==> src/rtl/dds_reg_writer.sv <==
// dds_reg_writer: drives a DDS parallel programming port with a timed register burst,
// then optionally raises UEN for a fixed window and pulses DONE when the transaction ends.
module dds_reg_writer #(
  parameter int SETUP_CYC  = 2,
  parameter int WR_LOW_CYC = 2,
  parameter int HOLD_CYC   = 1,
  parameter int UEN_CYC    = 4
) (
  input  logic        clk,
  input  logic        rst_n,
  input  logic        start,
  input  logic [5:0]  start_addr,
  input  logic [3:0]  nbytes,
  input  logic [63:0] data_in,
  input  logic        upd_en,
  output logic [5:0]  dds_a,
  output logic [7:0]  dds_d,
  output logic        dds_wrb,
  output logic        uen,
  output logic        busy,
  output logic        done
);
  localparam int M1 = SETUP_CYC > WR_LOW_CYC ? SETUP_CYC : WR_LOW_CYC;
  localparam int M2 = HOLD_CYC > UEN_CYC ? HOLD_CYC : UEN_CYC;
  localparam int MAXC = M1 > M2 ? M1 : M2;
  localparam int CW = MAXC > 1 ? $clog2(MAXC) : 1;
  typedef enum logic [2:0] {IDLE, SETUP, STROBE, HOLD, UPD, FIN} state_t;
  state_t st;
  logic [CW-1:0] cnt;
  logic [3:0] rem, nc;
  logic [5:0] addr_q;
  logic [63:0] data_q;
  logic upd_q, go, last, adv;
  assign nc = nbytes > 4'd8 ? 4'd8 : nbytes;
  assign last = cnt == '0;
  // go marks the one-clock latch cycle after an accepted start; both it and the end of
  // a byte's hold phase decide what comes next (another byte, the update window, or FIN)
  assign adv = (st == IDLE && go) || (st == HOLD && last);
  always_ff @(posedge clk or negedge rst_n) begin
    if (!rst_n) begin
      st <= IDLE;
      cnt <= '0;
      rem <= '0;
      addr_q <= '0;
      data_q <= '0;
      upd_q <= 1'b0;
      go <= 1'b0;
      dds_a <= '0;
      dds_d <= '0;
      dds_wrb <= 1'b1;
      uen <= 1'b0;
      busy <= 1'b0;
      done <= 1'b0;
    end else if (adv) begin
      go <= 1'b0;
      busy <= 1'b1;
      if (rem != '0) begin
        st <= SETUP;
        cnt <= CW'(SETUP_CYC - 1);
        rem <= rem - 4'd1;
        dds_a <= addr_q;
        addr_q <= addr_q + 6'd1;
        dds_d <= data_q[63:56];
        data_q <= {data_q[55:0], 8'h00};
      end else if (upd_q) begin
        st <= UPD;
        cnt <= CW'(UEN_CYC - 1);
        uen <= 1'b1;
      end else begin
        st <= FIN;
        done <= 1'b1;
      end
    end else begin
      case (st)
        IDLE: if (start) begin
          go <= 1'b1;
          addr_q <= start_addr;
          data_q <= data_in << {4'd8 - nc, 3'b000};
          rem <= nc;
          upd_q <= upd_en;
        end
        SETUP: begin
          st <= last ? STROBE : SETUP;
          cnt <= last ? CW'(WR_LOW_CYC - 1) : cnt - CW'(1);
          dds_wrb <= !last;
        end
        STROBE: begin
          st <= last ? HOLD : STROBE;
          cnt <= last ? CW'(HOLD_CYC - 1) : cnt - CW'(1);
          dds_wrb <= last;
        end
        HOLD: cnt <= cnt - CW'(1);
        UPD: begin
          st <= last ? FIN : UPD;
          cnt <= cnt - CW'(1);
          uen <= !last;
          done <= last;
        end
        FIN: begin
          st <= IDLE;
          busy <= 1'b0;
          done <= 1'b0;
        end
        default: st <= IDLE;
      endcase
    end
  end
endmodule

==> config.mk <==
export PLATFORM = sky130hd
export DESIGN_NAME = dds_reg_writer
export DESIGN_NICKNAME = d
export VERILOG_FILES = /design/src/rtl/dds_reg_writer.sv
export SDC_FILE = /design/constraint.sdc
export NUM_CORES = 1
export LEC_CHECK = 0
export ABC_AREA = 1
export CORE_UTILIZATION = 55
export CTS_CLUSTER_SIZE = 28
export DETAILED_ROUTE_END_ITERATION = 7
export GPL_ROUTABILITY_DRIVEN = 0
export PLACE_DENSITY_LB_ADDON = 0.25
export SLEW_MARGIN = 20
export SYNTH_ARGS = -nofsm -noshare
export SYNTH_HDL_FRONTEND = slang
export SYNTH_SLANG_ARGS = --single-unit
==> constraint.sdc <==
create_clock -name clk -period 4.2 [get_ports clk]
set_clock_uncertainty 0.15 [all_clocks]
set_input_delay 0.84 -clock clk [delete_from_list [all_inputs] [get_ports clk]]
set_output_delay 0.84 -clock clk [all_outputs]
set_load 0.005 [all_outputs]
==> results.toml <==
[min_path]
min-delay-path-class = "input pin to async pin"

[synthesis]
seq_area_frac_synth = 0.3635
synth_common_cells = "nand3_1, nand2_1, dfrtp_1"
synth_flop_cell = "dfrtp_1"
async_flop_share = 1.000
syn-cell-area_um2 = 6819
synth_seq_cells = 99
synth_fp_nets = 1115
syn_area_per_cell_um2 = 6.620
synth-edff-count = 0
synth.area.top_cells = "dfrtp_1, nand3_1, nand2_1"
yosysMostFrequentCell = "nand3_1"
postSynthCellCount = 1030
synth_top_area_frac = 0.3596
synth_cell_types = 36
yosysWarnings = 0
synth_top_area_cell = "dfrtp_1"

[grt]
grt_pass1_vias = 6743
antenna_found_initial = 0
grt_overflow = 0
grt_start_max_net_pins = 98
track_usage = 0.3462
grt_pass1_wl_um = 34500

[placement]
numPortBuffers = 95
place_hpwl_um = 14710
place_ws_ns = 0.6919
dpl-instance-area_um2 = 7754

[timing]
finalSetupViolations = 0
rsz0062_at_grt = "false"
layout_setup_ws_ns = 1.012
worst_pin_slew_ns = 0.9588
drv_slew = 0
relSlewSlack = 0.3608
min_period_ns = 3.188
tns_ns = 0
finalHoldViolCount = 0
fin_crit_sh = 0.7592
fmax_mhz = 313.6

[die]
chipWidth_um = 113.3
die-area_um2 = 12850
die_h_um = 113.3
rows = 40
floorplan.initialDensity = 0.5654
coreArea_um2 = 12060
io_pins = 96

[setup_path]
cp_slowest_stage_delay_ns = 0.43
end_kind = "flop"
crit_slowest_cell = "clkdlybuf4s50_1"
arrival_ns = 3.33
path_max_fanout = 24
crit_path_start_kind = "input pin"
worstPathRequired_ns = 4.34
path_cells = "clkdlybuf4s50_1, nor2_1, nand2_1, nand2_2, nand2_1, ha_1, xnor2_4, inv_4, nor2_8, nand2_2, inv_2, nand3_1, nand3_1"
worstSetupPathType = "input pin to flop"

[power_and_ir_drop]
power_frac_seq = 0.301
p_int_w = 0.002997
power_frac_comb = 0.546
switchingPower_w = 0.002644
sw_frac_of_total = 0.4687
powerDensity_nw_per_um2 = 699.8
leakage_nw = 3.993
power.clock.fraction = 0.153
ir_drop_mv = 0.4300

[detailed_routing]
antenna_left = 0
drt_iter0_markers = 750
via_per_inst = 5.860
drtPass1Iterations = 7
finalWirelength_um = 21240
drc_errors = 0
detail_route.wl_per_cell_um = 16.93
vias = 7348

[cts]
cts_buffers = 9
clk_latency_ns = 0.36
cts_tree = "built"
cts-htree-levels = 3
ctsHoldBuffers = 0
clockBufferDepth = 2
path_clk_slew_ns = 0.07
cts_resized = 0
numClockSinks = 99
ctsRootBufferMaster = "clkbuf_16"
postCtsSetupBuffers = 0

[final_layout]
diodes = 0
stdcell_area_um2 = 8060
layout.nets = 1166
syn_to_final_growth_pct = 18.20
num-fill-cells = 1132
layout-drive-gt1-share = 0.05249

[flow_run]
maxCapViolCount = 0

[status]
outcome = "complete, no violations"
-- worst max-delay path, delay by kind of cell --
| kind | cells | cell delay [ns] |
|---|---|---|
| XOR/XNOR | 1 | 0.22 |
| buffers and inverters | 3 | 0.94 |
| adder cells (fa/ha/maj) | 1 | 0.27 |
| AND/OR/NAND/NOR | 8 | 1.06 |
-- state kept, by name, indices dropped and copies added, names as in the netlist --
register and cells:
addr_q 6, busy 1, cnt 2, data_q 64, dds_a 6, dds_d 8, dds_wrb 1, done 1
go 1, rem 4, st 3, uen 1, upd_q 1
-- path summary, 6_finish.rpt --
check	start	endpoint	slack, ns	cells past startpoint
worst max-delay path	nbytes[1]	data_q[13]	1.01	13
worst max register to register	cnt[0]	data_q[13]	1.10	11
worst min-delay path	rst_n	dds_d[2]	0.30	1
worst min register to register	dds_a[4]	dds_a[4]	0.33	2
max in group asynchronous	rst_n	data_q[38]	2.73	2
min in group clk	dds_a[4]	dds_a[4]	0.33	2
-- power by group through the flow --
stage,registers (W),logic [W],clock network [W]
floorplan,0.00166,0.00225,0
global placement,0.00170,0.00295,0
detailed placement,0.00171,0.00302,0
CTS,0.00169,0.00305,0.000873
global route,0.00174,0.00347,0.000906
finish,0.00170,0.00308,0.000863
-- area by class of cell --
| cell class | count | area (um2) | area share |
|---|---|---|---|
| Clock buffer | 9 | 225.2 | 0.02794 |
| Tap cell | 168 | 210.2 | 0.02608 |
| Sequential cell | 99 | 2479 | 0.3075 |
| Clock inverter | 7 | 81.33 | 0.01009 |
| Multi-Input combinational cell | 767 | 3641 | 0.4517 |
| Inverter | 96 | 370.4 | 0.04595 |
| Timing Repair Buffer | 108 | 1054 | 0.1307 |
-- kinds of logic (layout without fill, tap and decap cells) --
logic type      count (synthesis)  after routing  synth area share
simple gates                  642            642            0.4229
fa+ha+maj                       7              7           0.01284
compound gates                114            114           0.09028
buf+inv                       164            220            0.1026
xor+xnor                        4              4          0.007891
flops                          99             99            0.3635
-- metrics by stage --
stage,utilization,power [W],hold WS [ns],instances
after global placement,0.6428,0.004652,0.3154,1238
after global routing,0.6683,0.006118,0.3309,1254
after floorplan,-,0.003914,0.3034,1030
final,0.6683,0.005641,0.2956,1254
after detailed placement,0.6428,0.004729,0.3144,1238
after CTS,0.6683,0.005612,0.3081,1254
-- cell usage in the layout, fill, tap and decap left out, types with 2 or more instances in the layout --
| master | Yosys | layout |
|---|---|---|
| inv_6 | 1 | 3 |
| clkbuf_16 | 0 | 9 |
| nand2_1 | 290 | 290 |
| xor2_1 | 3 | 3 |
| nor2_1 | 35 | 35 |
| o211ai_1 | 3 | 3 |
| clkdlybuf4s50_1 | 0 | 93 |
| a31oi_1 | 3 | 3 |
| inv_1 | 87 | 87 |
| ha_1 | 7 | 7 |
| inv_4 | 2 | 2 |
| o31ai_1 | 2 | 2 |
| inv_2 | 6 | 6 |
| a21boi_0 | 8 | 8 |
| o21ai_0 | 40 | 40 |
| dfrtp_1 | 98 | 98 |
| nand3_2 | 3 | 3 |
| a21oi_1 | 55 | 55 |
| buf_4 | 7 | 13 |
| nand2_2 | 6 | 6 |
| clkinv_4 | 0 | 2 |
| nand3_1 | 299 | 299 |
| nor2_4 | 2 | 2 |
-- routing by layer --
layer,up-vias,track usage,part of all wire
li1,3500,-,-
met1,3365,0.4510,0.40
met2,406,0.5579,0.47
met3,77,0.04553,0.076
met4,0,0.1939,0.052
met5,-,0,0
No activity file was read; power rests on OpenSTA's default activity.
